`src/rtl/dec_pulse.sv`:
```
// dec_pulse: accepts a 3-bit code and plays it out as a one-hot pulse that is
// held for HOLD cycles, followed by GAP all-zero cycles. While a pulse is
// playing, one further code can wait in a single-entry pending slot.
//
// state | meaning
// IDLE  | no pulse playing, pending slot empty
// DRIVE | out holds the one-hot of the active code
// GAP   | out is zero between a pulse and whatever follows it
//
// If a code is accepted on the final edge of a period and nothing is
// pending, it starts driving directly rather than being parked. Parking it
// would leave the block in IDLE with a full slot and nothing to drain it.
module dec_pulse #(
  parameter int unsigned HOLD = 4,
  parameter int unsigned GAP  = 1
) (
  input  logic       clk,
  input  logic       rst,
  input  logic       en,
  input  logic [2:0] in,
  input  logic       in_valid,
  output logic       in_ready,
  output logic [7:0] out,
  output logic       out_valid,
  output logic       busy,
  output logic [7:0] pulse_cnt
);

  typedef enum logic [1:0] {
    S_IDLE  = 2'd0,
    S_DRIVE = 2'd1,
    S_GAP   = 2'd2
  } state_t;

  localparam logic [7:0] HOLD_M1 = 8'(HOLD - 1);
  localparam logic [7:0] GAP_M1  = 8'(GAP - 1);

  state_t     state_q, state_d;
  logic [7:0] out_q, out_d;
  logic [7:0] cnt_q, cnt_d;
  logic [2:0] pend_code_q, pend_code_d;
  logic       pend_full_q, pend_full_d;
  logic [7:0] pulse_cnt_q, pulse_cnt_d;
  logic       in_ready_q;
  logic       out_valid_q;
  logic       busy_q;
  logic       accept;

  assign accept    = in_valid & in_ready_q & en;
  assign in_ready  = in_ready_q;
  assign out       = out_q;
  assign out_valid = out_valid_q;
  assign busy      = busy_q;
  assign pulse_cnt = pulse_cnt_q;

  // Next-state decode: sequencing through DRIVE/GAP and managing the pending slot.
  always_comb begin
    state_d     = state_q;
    out_d       = out_q;
    cnt_d       = cnt_q;
    pend_code_d = pend_code_q;
    pend_full_d = pend_full_q;
    pulse_cnt_d = pulse_cnt_q;
    if (!en) begin
      state_d     = S_IDLE;
      out_d       = 8'h00;
      cnt_d       = 8'h00;
      pend_code_d = 3'd0;
      pend_full_d = 1'b0;
    end else begin
      case (state_q)
        S_IDLE: begin
          if (accept) begin
            state_d = S_DRIVE;
            out_d   = 8'h01 << in;
            cnt_d   = HOLD_M1;
          end
        end
        S_DRIVE: begin
          if (cnt_q != 8'h00) begin
            cnt_d = cnt_q - 8'h01;
            if (accept) begin
              pend_code_d = in;
              pend_full_d = 1'b1;
            end
          end else begin
            pulse_cnt_d = pulse_cnt_q + 8'h01;
            if (GAP > 0) begin
              state_d = S_GAP;
              out_d   = 8'h00;
              cnt_d   = GAP_M1;
              if (accept) begin
                pend_code_d = in;
                pend_full_d = 1'b1;
              end
            end else if (pend_full_q) begin
              out_d       = 8'h01 << pend_code_q;
              cnt_d       = HOLD_M1;
              pend_full_d = 1'b0;
            end else if (accept) begin
              out_d = 8'h01 << in;
              cnt_d = HOLD_M1;
            end else begin
              state_d = S_IDLE;
              out_d   = 8'h00;
            end
          end
        end
        S_GAP: begin
          if (cnt_q != 8'h00) begin
            cnt_d = cnt_q - 8'h01;
            if (accept) begin
              pend_code_d = in;
              pend_full_d = 1'b1;
            end
          end else if (pend_full_q) begin
            state_d     = S_DRIVE;
            out_d       = 8'h01 << pend_code_q;
            cnt_d       = HOLD_M1;
            pend_full_d = 1'b0;
          end else if (accept) begin
            state_d = S_DRIVE;
            out_d   = 8'h01 << in;
            cnt_d   = HOLD_M1;
          end else begin
            state_d = S_IDLE;
            cnt_d   = 8'h00;
          end
        end
        default: begin
          state_d     = S_IDLE;
          out_d       = 8'h00;
          cnt_d       = 8'h00;
          pend_full_d = 1'b0;
        end
      endcase
    end
  end

  // State and registered outputs; reset wins over enable and any accept.
  always_ff @(posedge clk) begin
    if (rst) begin
      state_q     <= S_IDLE;
      out_q       <= 8'h00;
      cnt_q       <= 8'h00;
      pend_code_q <= 3'd0;
      pend_full_q <= 1'b0;
      pulse_cnt_q <= 8'h00;
      in_ready_q  <= 1'b0;
      out_valid_q <= 1'b0;
      busy_q      <= 1'b0;
    end else begin
      state_q     <= state_d;
      out_q       <= out_d;
      cnt_q       <= cnt_d;
      pend_code_q <= pend_code_d;
      pend_full_q <= pend_full_d;
      pulse_cnt_q <= pulse_cnt_d;
      in_ready_q  <= en & ~pend_full_d;
      out_valid_q <= (out_d != 8'h00);
      busy_q      <= (state_d != S_IDLE) | pend_full_d;
    end
  end

endmodule

```
`config.mk`:
```
export PLATFORM = sky130hd
export DESIGN_NAME = dec_pulse
export DESIGN_NICKNAME = d
export VERILOG_FILES = /design/src/rtl/dec_pulse.sv
export SDC_FILE = /design/constraint.sdc
export NUM_CORES = 1
export LEC_CHECK = 0
export CORE_MARGIN = 2
export CORE_UTILIZATION = 50
export DETAILED_ROUTE_END_ITERATION = 7
export PLACE_DENSITY = 0.82
export SLEW_MARGIN = 20
export SYNTH_ARGS = -nofsm -noshare
export SYNTH_HDL_FRONTEND = slang
export SYNTH_SLANG_ARGS = --single-unit
```
`constraint.sdc`:
```
create_clock -name clk -period 2.5 [get_ports clk]
set_clock_uncertainty 0.05 [all_clocks]
set_input_delay 0.25 -clock clk [delete_from_list [all_inputs] [get_ports clk]]
set_output_delay 0.25 -clock clk [all_outputs]
set_load 0.01 [all_outputs]
```
Yosys cells after proc, flatten, opt, wreduce, memory -nomap -nowiden

Index checks and enable logic that the tools add are counted.

Add/sub/neg operators: 2
$mul: 0
Div/mod/pow operators: 0
Order comparisons: 0
Eq/ne operators: 4
Shift operators: 2
Mux-type cells: 26
Bitwise logic cells: 7
Reductions and logical operators: 8

Operator list:

| operator                                          | number |
|---|---|
| two-way mux 8 bit                                 | 8 |
| one-hot mux 8 bit (3 select lines)                | 2 |
| nonzero test 8 bit                                | 2 |
| left shift 1 x 3 -> 8 bit (first input constant)  | 2 |
| two-way mux 2 bit                                 | 6 |
| adder 8 x 1 -> 8 bit (second input constant)      | 1 |
| subtractor 8 x 1 -> 8 bit (second input constant) | 1 |
| two-way mux 3 bit                                 | 2 |
| one-hot mux 2 bit (3 select lines)                | 1 |
| one-hot mux 3 bit (2 select lines)                | 1 |
| two-way mux 1 bit                                 | 5 |
| != test 2 bit (second input constant)             | 2 |
| nonzero test 2 bit                                | 2 |
| AND 1 bit                                         | 3 |
| inverter 1 bit                                    | 3 |
| one-hot mux 1 bit (3 select lines)                | 1 |
| AND reduction 3 bit                               | 1 |
| == test 2 x 1 -> 1 bit (second input constant)    | 1 |
| == test 2 bit (second input constant)             | 1 |
| logical NOT 2 bit                                 | 1 |
| AND reduction 2 bit                               | 1 |
| OR reduction 2 bit                                | 1 |
| OR 1 bit                                          | 1 |

Flip-flop bits (word level): 33
Bits in latches: 0
RAM bits: 0
Bits in read-only memories: 0
Bits of input ports: 7
Output and inout bits: 19
Logic and storage cells: 58
Memories kept: 0

Depth between registers and ports, before layout

Gate-level depths: netlist of run 1.

Word-level depth: 9
Gate-level depth with buffers: 9
Mapped depth without buffers: 8

Least setup slack after synthesis of run 1

OpenSTA, ideal clock, no wires.

Path type: reg-to-reg
Start: register cnt_q[0]
End: register out_valid_q, in the netlist out_valid
Library setup time: 0.133 ns
Arrival time: 2.092 ns
Data required time: 2.317 ns
Slack: 0.225 ns
Cell stages (with the launch flop): 10
Path buffers: 1
Period minus slack after synthesis: 2.275 ns
Cell sequence: dfxtp_1 inv_1 ha_1 or4b_4 buf_6 nor2_1 a2111oi_0 a311oi_1 and4_1 a31oi_1

Cells in the longest elaborated chain, start to end: 5
Elaborated cells between the ends (all ways): 6
Classes of those cells: 4 x mux; 2 x reduce/logical

Ends and longest elaborated chain:

| item                                        | RTL line | text |
|---|---|---|
| from (decl)                                 | 40       | `logic [7:0] cnt_q, cnt_d;` |
| from (signal assigned)                      | 155      | `cnt_q <= cnt_d;` |
| nonzero test 8 bit (*)                      | 80, 110  |  |
| two-way mux 8 bit, on equally long branches | 110, 80  |  |
| one-hot mux 8 bit (3 select lines) (*)      | 71       | `case (state_q)` |
| two-way mux 8 bit (*)                       | 64       | `if (!en) begin` |
| nonzero test 8 bit (*)                      | 160      | `out_valid_q <= (out_d != 8'h00);` |
| to (signal assigned)                        | 160      |  |
| to (decl)                                   | 45       | `logic out_valid_q;` |

Every way passes the cells marked *; elsewhere a longest branch is shown, timed or not.
A chain may end at the register's enable or synchronous reset.

Final worst setup path of run 1

Same ends and word-level chain as after synthesis.

==> results of run 1 <==
layout make-up:
class / count / area (um^2)
well taps: 48 / 60.1
clock buffers: 6 / 72.6
flip-flops and latches: 33 / 661
multi-input cells: 175 / 1150
repair buffers: 38 / 352
clock inverters: 2 / 10.0
inverters: 8 / 30.0
fillers: 320 / 1300
worst paths after layout:
check | slack (ns) | end | depth (start not counted) | startpoint
max | 0.1 | out_valid | 8 | cnt_q[0]
min | 0.47 | pulse_cnt[7] | 2 | pulse_cnt[7]
max reg2reg | 0.1 | out_valid | 8 | cnt_q[0]
min reg2reg | 0.47 | pulse_cnt[7] | 2 | pulse_cnt[7]
cells in the final DEF, fill, tap and decap left out, types with 3 or more instances in the layout:
cell and n:
sky130_fd_sc_hd__buf_4 12, sky130_fd_sc_hd__nand4_1 4, sky130_fd_sc_hd__xnor2_1 6, sky130_fd_sc_hd__nor3_1 4, sky130_fd_sc_hd__nor2_1 43, sky130_fd_sc_hd__xor2_1 7
sky130_fd_sc_hd__and4_1 3, sky130_fd_sc_hd__and2_1 4, sky130_fd_sc_hd__mux2i_1 6, sky130_fd_sc_hd__dfxtp_1 33, sky130_fd_sc_hd__nand3_1 6, sky130_fd_sc_hd__and3_1 4
sky130_fd_sc_hd__o21ai_0 6, sky130_fd_sc_hd__o22ai_1 4, sky130_fd_sc_hd__a21oi_1 9, sky130_fd_sc_hd__maj3_1 3, sky130_fd_sc_hd__clkbuf_8 5, sky130_fd_sc_hd__clkdlybuf4s50_1 25
sky130_fd_sc_hd__nand2_1 15, sky130_fd_sc_hd__inv_1 6, sky130_fd_sc_hd__nor2b_1 5
critical path: stages (launching register included):
cell                       delay [ns]
sky130_fd_sc_hd__dfxtp_1         0.34
sky130_fd_sc_hd__inv_2           0.08
sky130_fd_sc_hd__ha_2            0.18
sky130_fd_sc_hd__or4b_4          0.51
sky130_fd_sc_hd__nor2_1          0.38
sky130_fd_sc_hd__buf_4           0.23
sky130_fd_sc_hd__nor4_1          0.06
sky130_fd_sc_hd__a311oi_2        0.33
sky130_fd_sc_hd__a31oi_1         0.12
cells by family (layout without fill, tap and decap cells):
kind of cell / Yosys count / in the layout / share of synthesized area (%)
multiplexers: 6 / 6 / 3.21
AO/OA/AOI/OAI: 45 / 45 / 18.3
AND/OR/NAND/NOR: 106 / 106 / 29.2
adder cells (fa/ha/maj): 5 / 5 / 2.94
XOR/XNOR: 13 / 13 / 6.09
flip-flops: 33 / 33 / 35.3
buffers and inverters: 22 / 54 / 4.89
layer usage:
layer	track usage, %	share of wire (%)
met5	0	0
met4	10.7	1.7
met3	4.79	5.8
met2	37.4	46
met1	30.7	46
power by group through the flow:
stage          registers [W]  logic [W]  clock network [W]
5_1_grt             0.000536   0.000141           0.000418
3_3_place_gp        0.000548   0.000120                  0
3_5_place_dp        0.000548   0.000122                  0
6_report            0.000536   0.000129           0.000386
4_1_cts             0.000536   0.000123           0.000391
2_1_floorplan       0.000548  0.0000767                  0
registers in the layout (all words and copies together) (netlist names), 2 cells and up:
signal,count
pend_code_q,3
pulse_cnt,8
out,8
state_q,2
cnt_q,8
per-stage QoR:
stage / TNS (ns) / instances
global placement: 0 / 299
finish: 0 / 310
global route: -0.0216 / 310
floorplan: 0 / 230
CTS: 0 / 307
detailed placement: 0 / 299
timing repair:
item                                    CTS  global route
buffers inserted                          0             3
resized for setup                         0            10
endpoints found under the setup margin    0             3
hold endpoints to repair                  0             0
==> run summary, run 1 <==
The final max-slew violation count came out at 0. The category of the critical setup timing path is flip-flop to flip-flop. The fraction of final layout cells with drive strength greater than 1 is 13.0%. The peak fanout along the critical path came out at 6.

The worst path needs 2.40 ns of the cycle, external delays included. The count of final hold-check violations is 0. The least setup slack across all paths after layout is 0.0999 ns. The die outline area is 4240 um^2. Summed over all nets, the switching power comes to 0.000274 W. The violation count after the first detailed-route iteration is 122. The initial utilization of the core area, before any placement, comes to 51.4%. Of all cell types, the one taking the most synthesized area is sky130_fd_sc_hd__dfxtp_1. The design internal power is 0.000778 W.

The number of register bits inferred by synthesis is 33. The net count of the finished layout is 270. Total power for the finished layout comes to 0.00105 W. Derived from the worst setup path, the maximum achievable clock frequency is 0.417 GHz. The total standard cell area after synthesis is 1870 um^2. The remaining max-slew budget at the tightest pin is 64.2%. The number of antenna-violating nets in the routed design came out at 0. Setup violations remaining at the end of the flow were counted as 0. Summed over all layers, the routed wires come to 4620 um.

The static power due to leakage is 0.841 nW. After synthesis, the most frequently instantiated cells are sky130_fd_sc_hd__nor2_1 (43), sky130_fd_sc_hd__dfxtp_1 (33), sky130_fd_sc_hd__nand2_1 (15), sky130_fd_sc_hd__clkbuf_1 (11), sky130_fd_sc_hd__a21oi_1 (9). TritonCTS built the clock tree. The number of nets handed over by synthesis was 239. The minimum hold slack came out at 0.466 ns. The per-cell routed wire length is 14.9 um. The number of vias per cell after detailed routing is 5.91.

The setup slack at placement is 0.0482 ns. The number of H-tree levels came out at 2. The worst vdd rail ir drop is 0.000447 V. The switching power as a share of total power is 26.0%. The run finished with clean final reports. The predominant post-synthesis flop cell is sky130_fd_sc_hd__dfxtp_1. The area growth from synthesis to layout is 25.0%.

In this run the horizontal extent of the chip is 65.1 um. The remaining global-route overflow is 0. In this run, post-CTS hold repair placed 0 buffers. The number of remaining DRC errors is 0. The number of max-capacitance violations reported came out at 0.

The power density relative to cell area is 450 nW/um^2. The core utilization of the finished layout is 64.3%. The deepest clock path buffer count came out at 2.

The maximum number of pins on one net before global-route repair came out at 21. The number of warning messages in the yosys log came out at 0. The worst path required time is 2.61 ns. After layout, the worst path uses 96.0% of the clock period. The clock sink count came out at 33.

After floorplanning, the core was divided into 22 placement rows. The slew of the pin with the lowest slew margin came out at 0.536 ns. STA classifies the critical path endpoint as a flip-flop. The element type at the critical path start is a flip-flop. The clock latency at the later pin of the worst-skew pair came out at 0.29 ns. The sequential fraction of the synthesis area came out at 35.3%.

The master cell of the clock root buffer is sky130_fd_sc_hd__clkbuf_8. The number of diodes added for antenna fixing is 0. The worst hold path belongs to the class flip-flop to flip-flop. After legalization and detailed placement, the total HPWL measured 3290 um. By instance count, the leading cell after synthesis is sky130_fd_sc_hd__nor2_1. The number of CTS-inserted buffers came out at 5. The instance area at placement came out at 2190 um^2. The share of flip-flops with an asynchronous set or reset is 0%. The global-route total usage across every layer is 23.5%.

The number of distinct standard cells referenced by the synthesized netlist came out at 55. The global-route wire length before repair is 7680 um. The pre-antenna-repair detailed-routing pass consisted of 6 iterations.

The count of vias placed by the detailed router came out at 1833. The number of global-route vias before repair came out at 1650. The count of buffers inserted at the top-level ports is 25.

The die boundary height is 65.1 um. The initial antenna violation count is 0. The core area came out at 3630 um^2.

The synthesized area divided by synthesized cell count is 8.13 um^2. For the worst setup path, the data arrival time is 2.51 ns. 26 I/O pins were placed. The area share of the largest cell type after synthesis is 35.3%.

Synthesis handed over a netlist of 230 instances. Clock-pin slew was measured on the worst setup and hold paths at 0.07 ns. The clock group share of total power came out at 36.7%.

The placer congestion estimate came out at 0.882. Once layout is done, the placed cells without fillers occupy 2340 um^2. The part of the power in registers is 51.0%. Yosys attributes the largest share of cell area to sky130_fd_sc_hd__dfxtp_1 (35%), sky130_fd_sc_hd__nor2_1 (8.6%), sky130_fd_sc_hd__xor2_1 (3.3%), sky130_fd_sc_hd__mux2i_1 (3.2%), sky130_fd_sc_hd__nand2_1 (3.0%). Yosys mapped a number of flops with a built-in enable equal to 0.

The combinational share of power came out at 12.3%.
(Power assumes the default switching activity.)
==> run 2, diff against run 1 <==
--- a/config.mk
+++ b/config.mk
@@ -8,7 +8,7 @@
 export CORE_MARGIN = 2
 export CORE_UTILIZATION = 50
 export DETAILED_ROUTE_END_ITERATION = 7
-export PLACE_DENSITY = 0.82
+export PLACE_DENSITY = 0.74
 export SLEW_MARGIN = 20
 export SYNTH_ARGS = -nofsm -noshare
 export SYNTH_HDL_FRONTEND = slang
==> run summary, run 2 (synthesis results as in run 1) <==
Fill cells in the final layout number 329. The sequential cells in the finished layout cover a total of 662 um^2. The peak fanout along the critical path is 6.

The worst hold path cell count came out at 2. The highest cell delay on the worst timing path came out at 0.50 ns. The worst hold-check path type is flip-flop to flip-flop. The kind of capture point of the worst setup path is a flip-flop.

The multi-input combinational cell area is 1150 um^2. The floorplan has 22 rows. The floorplan step set the die height to 65.1 um. The arrival time at the worst endpoint came out at 2.53 ns. The total number of nets in the final design came out at 272. The worst vdd rail ir drop came out at 0.000359 V. In this run the deepest clock path goes through 2 buffers.

The detail route stage leaves a number of antenna-violating nets equal to 0. The area growth from synthesis to layout is 27.8%. TritonCTS built the clock tree. The worst path required time is 2.61 ns. The number of vias per cell after detailed routing came out at 5.63. The count of endpoints failing setup in the final report came out at 0.

The worst setup path is launched from a flip-flop. The buffers plus inverters on the worst setup path is 1. The cell sitting at the root of the clock tree is a sky130_fd_sc_hd__clkbuf_8. For this design, the sink count on the clock tree is 33. The violation count after the first detailed-route iteration is 131. The clock slew at the register clock pins of the worst setup and hold paths came out at 0.07 ns. The final design area excluding fillers is 2390 um^2.

The number of CTS-inserted buffers came out at 5. Cells with a size suffix above 1 make up 13.6% of the layout. The static power due to leakage came out at 0.866 nW. The cell family contributing the most delay on the critical path is compound AO/OA/AOI/OAI gates.

Across the run, the number of max-cap violations was 0. The time the worst path needs with I/O delays and setup came out at 2.41 ns. The H-tree was split into 2 levels. The power density relative to cell area is 498 nW/um^2. The die extent in x is 65.1 um. 26 I/O pins were placed.

The global-route total usage across every layer came out at 23.2%. The half-perimeter wire length after placement is 3260 um. Entering global routing, the biggest net connects 15 pins.

The run finished with clean final reports. The initial antenna violation count is 0. Setup repair after global routing left no endpoint under its margin.

The top cell types in the final layout, fill and taps aside, are sky130_fd_sc_hd__nor2_1 (43), sky130_fd_sc_hd__dfxtp_1 (32), sky130_fd_sc_hd__clkdlybuf4s50_1 (25). The global-route wire length before repair is 7670 um. The total power of the final layout came out at 0.00119 W.

The count of final hold-check violations is 0. Traced cell by cell, the critical path runs through inv_1, ha_4, or4b_4, o31ai_4, a2111oi_1, a311oi_1, and4_1, a31oi_1. The count of vias placed by the detailed router came out at 1756. The worst-case reg-to-reg path depth came out at 8. The largest individual stage delay along the critical path comes from the cell sky130_fd_sc_hd__or4b_4. Headroom to the max-slew limit came out at 67.6%. Summing all placed instances gives a cell area of 2220 um^2. Counting buffers and inverters, the worst setup path is 8 cells deep. The final max-slew violation count came to 0. Once the floorplan was initialized, standard cells occupied 51.4% of the core.

The category of the critical setup timing path is flip-flop to flip-flop. The number of diodes added for antenna fixing came out at 0. The per-cell routed wire length came out at 14.4 um. The remaining global-route overflow came out at 0.

The total wire length is 4490 um. The placer congestion estimate came out at 0.894. The number of global-route vias before repair is 1713. The core area is 3630 um^2. The clock latency at the later pin of the worst-skew pair came out at 0.29 ns. The worst path uses 96.5% of the clock period. In the routed design, unresolved DRC markers number 0.

The count of buffers inserted at the top-level ports came out at 25. The most frequent standard cell in the layout excluding fill and tap cells is sky130_fd_sc_hd__nor2_1. The maximum clock frequency is 0.414 GHz. The detailed-router iteration count before antenna repair came out at 4. For the pin with the worst max-slew slack, the measured transition is 0.479 ns. The die outline area is 4240 um^2.
## run 2: worst reg2reg max path, cell delays in order (launching register included)
cell and delay [ns]:
sky130_fd_sc_hd__dfxtp_1 0.30, sky130_fd_sc_hd__inv_1 0.12, sky130_fd_sc_hd__ha_4 0.15, sky130_fd_sc_hd__or4b_4 0.50, sky130_fd_sc_hd__o31ai_4 0.34, sky130_fd_sc_hd__a2111oi_1 0.13, sky130_fd_sc_hd__a311oi_1 0.37, sky130_fd_sc_hd__and4_1 0.25
sky130_fd_sc_hd__a31oi_1 0.08
## run 2: cell type report
type | instances | area share (%)
clock inverters | 2 | 1.57
clock buffers | 6 | 3.46
multi-input cells | 175 | 48.1
repair buffers | 40 | 15.3
flip-flops and latches | 33 | 27.7
well taps | 48 | 2.51
inverters | 8 | 1.26
## run 2: routing by layer
layer,part of all wire (%),track usage (%),vias up
met4,1.8,10.2,0
li1,-,-,897
met3,4.5,4.62,8
met1,48,31.4,815
met2,46,36.1,36
met5,0,0,-
## run 2: what timing repair did
| action | CTS | global route |
|---|---|---|
| hold buffers | 0 | 0 |
| buffers inserted | 0 | 2 |
| pin swaps | 0 | 5 |
| setup endpoints to repair | 1 | 3 |
| resized for setup | 1 | 9 |
## run 2: power breakdown
part / leakage (nW) / internal [W] / total [W] / switching [W]
clock: 0.0574 / 0.000324 / 0.000524 / 0.000200
combinational: 0.542 / 0.0000552 / 0.000128 / 0.0000731
sequential: 0.267 / 0.000531 / 0.000537 / 0.00000522
## run 2: final timing paths
| check | start | to | slack (ns) |
|---|---|---|---|
| max | cnt_q[1] | out_valid | 0.09 |
| min | pulse_cnt[7] | pulse_cnt[7] | 0.46 |
| max reg2reg | cnt_q[1] | out_valid | 0.09 |
| min reg2reg | pulse_cnt[7] | pulse_cnt[7] | 0.46 |
## run 2: metrics by stage
| stage | utilization, % | std cells | hold slack (ns) | setup TNS (ns) | worst slack, ns |
|---|---|---|---|---|---|
| 3_5_place_dp | 61.0 | 302 | 0.452 | -0.0312 | -0.0312 |
| 3_3_place_gp | 61.0 | 302 | 0.443 | 0 | 0.0634 |
| 6_report | 65.7 | 312 | 0.459 | 0 | 0.0868 |
| 2_1_floorplan | - | 230 | 0.344 | 0 | 0.225 |
| 4_1_cts | 64.3 | 310 | 0.469 | 0 | 0.0821 |
| 5_1_grt | 65.7 | 312 | 0.494 | 0 | 0.00527 |
==> run 3, diff against run 2 <==
--- a/config.mk
+++ b/config.mk
@@ -5,6 +5,7 @@
 export SDC_FILE = /design/constraint.sdc
 export NUM_CORES = 1
 export LEC_CHECK = 0
+export CAP_MARGIN = 5
 export CORE_MARGIN = 2
 export CORE_UTILIZATION = 50
 export DETAILED_ROUTE_END_ITERATION = 7
==> constraint.sdc (replaced) <==
create_clock -name clk -period 2.9 [get_ports clk]
set_clock_uncertainty 0.05 [all_clocks]
set_input_delay 0.29 -clock clk [delete_from_list [all_inputs] [get_ports clk]]
set_output_delay 0.29 -clock clk [all_outputs]
set_load 0.01 [all_outputs]
==> run summary, run 3 (synthesis results as in run 1) <==
The deepest clock path buffer count came out at 2. Traced cell by cell, the critical path runs through inv_1, ha_1, or4b_4, o31a_1, o311ai_0, a21oi_1, and4_1, a31oi_1. The slowest stage of the critical path belongs to the cell sky130_fd_sc_hd__o311ai_0. The time the worst path needs with I/O delays and setup came out at 2.55 ns. The total wire length is 4330 um. Clock latency on the worst-skew pair, taken at its later pin, is 0.28 ns. The fraction of final layout cells with drive strength greater than 1 came out at 8.95%. The filler cell count in the final layout came out at 335. The worst path required time is 3.06 ns.

The slew of the pin with the lowest slew margin came out at 0.608 ns. The number of global-route vias before repair came out at 1593. The total number of nets in the final design came out at 266.

The initial antenna violation count came out at 0. Leaving out fill and tap cells, the most frequent cells in the layout are sky130_fd_sc_hd__nor2_1 (43), sky130_fd_sc_hd__dfxtp_1 (33), sky130_fd_sc_hd__clkdlybuf4s50_1 (25). Entering global routing, the biggest net connects 21 pins.

The power density relative to cell area is 425 nW/um^2. The remaining global-route overflow came out at 0. The most frequent standard cell in the layout excluding fill and tap cells is sky130_fd_sc_hd__nor2_1. The starting utilization of the core area is 51.4%. The flow ran to the end, and the final reports show no timing, DRC or antenna violations. The die covers 4240 um^2. The filler-free cell count of the finished design came out at 305. In this run the static leakage power is 0.819 nW. The total met2 wirelength after detailed routing is 1910 um.

The violation count after the first detailed-route iteration is 118. Measured against its own limit, the worst slew margin works out to 58.9%. The count of cells resized by post-cts repair came out at 0. The worst setup path is launched from a flip-flop. The post-route clock period utilization is 87.9%. The relative area change from synthesis to final layout came out at 22.5%. Setup repair after global routing left no endpoint under its margin. The wire length on met1 is 2150 um. The number of vias per cell after detailed routing is 5.75. TritonCTS built the clock tree. The highest cell delay on the worst timing path came out at 0.56 ns.

The worst hold-check path type is flip-flop to flip-flop. Routed signal wires occupy layers up through met4. The count of vias placed by the detailed router came out at 1755.

The critical path in this run is classified as flip-flop to flip-flop. In the global route stage, overall resource usage came out at 22.9%. The tool flagged a number of max-cap violations equal to 0. The final max-slew violation count is 0. The half-perimeter wire length after placement is 3180 um. The count of buffers inserted at the top-level ports is 25. The kind of capture point of the worst setup path is a flip-flop. The core area is 3630 um^2. The count of hold buffers inserted by post-cts repair is 0. The count of endpoints failing setup in the final report came out at 0. Once the clock tree was built, the setup fixing pass inserted 0 buffers. Among cell families on the critical path, the largest total delay comes from compound AO/OA/AOI/OAI gates.

The number of H-tree levels came out at 2. After floorplanning, the core was divided into 22 placement rows. The congestion estimate from routability-driven global placement came to 0.882. The first global-routing pass estimated 7480 um of wire.

VDD sags by at most 0.000216 V. The tree is rooted in a sky130_fd_sc_hd__clkbuf_8. The per-cell routed wire length came out at 14.2 um. The number of remaining DRC errors is 0. The number of diodes added for antenna fixing came out at 0.

The number of primary I/O pins is 26. The arrival time at the worst endpoint is 2.71 ns. The buffers plus inverters on the worst setup path is 1.

Measured along the x axis, the die boundary spans 65.1 um. Along the worst path, the maximum fanout reaches 6. The die boundary height came out at 65.1 um. In the final timing run, aggregate negative setup slack is 0 ns. The minimum hold slack is 0.463 ns.

CTS saw 33 sinks. In the detailed route, the total length drawn on met3 is 221 um. The number of CTS-inserted buffers is 5. The clock slew at the register clock pins of the worst setup and hold paths came out at 0.06 ns. The number of antenna-violating nets in the routed design is 0.

The count of final hold-check violations came to 0. The number of placed cells counting well taps is 298. The core utilization of the finished layout came out at 63.0%.

Power comes to 0.000973 W. The detailed-router iteration count before antenna repair is 4. The maximum clock frequency came out at 0.392 GHz.
==> run 3: changes by cell type in the layout (fill, tap and decap cells not counted), sizes merged <==
cell,delta
clkbuf,-1
clkinvlp,-1
clkinv,+1
buf,-6
==> run 3: routing by layer <==
metal  up-vias  track usage (%)
li1        891                -
met1       806             32.2
met2        54             34.0
met3         4             5.31
met4         0             8.85
met5         -                0
==> run 3: layout make-up <==
class / count / area [um^2] / area share [%]
multi-input cells: 175 / 1120 / 48.8
clock inverters: 2 / 35.0 / 1.53
repair buffers: 34 / 318 / 13.9
well taps: 48 / 60.1 / 2.62
inverters: 8 / 30.0 / 1.31
clock buffers: 5 / 68.8 / 3.01
flip-flops and latches: 33 / 661 / 28.9
==> run 3: worst min-delay path: stages, from the launching register on <==
cell	delay [ns]
sky130_fd_sc_hd__dfxtp_1	0.30
sky130_fd_sc_hd__inv_1	0.08
sky130_fd_sc_hd__a311oi_1	0.08
==> run 3: worst paths after layout <==
check | from | end | slack [ns] | depth (start not counted)
worst max-delay path | cnt_q[0] | out_valid | 0.35 | 8
worst min-delay path | cnt_q[1] | cnt_q[1] | 0.46 | 2
worst max register to register | cnt_q[0] | out_valid | 0.35 | 8
worst min register to register | cnt_q[1] | cnt_q[1] | 0.46 | 2
==> run 3: through the flow <==
stage,setup slack [ns],instance area [um^2]
after floorplan,0.625,1870
after global placement,0.360,2190
after detailed placement,0.454,2190
after CTS,0.418,2290
after global routing,0.211,2290
final,0.351,2290
==> run 3: power breakdown <==
group          internal [W]  switching (W)
clock              0.000249       0.000158
combinational     0.0000426      0.0000608
sequential         0.000458     0.00000411
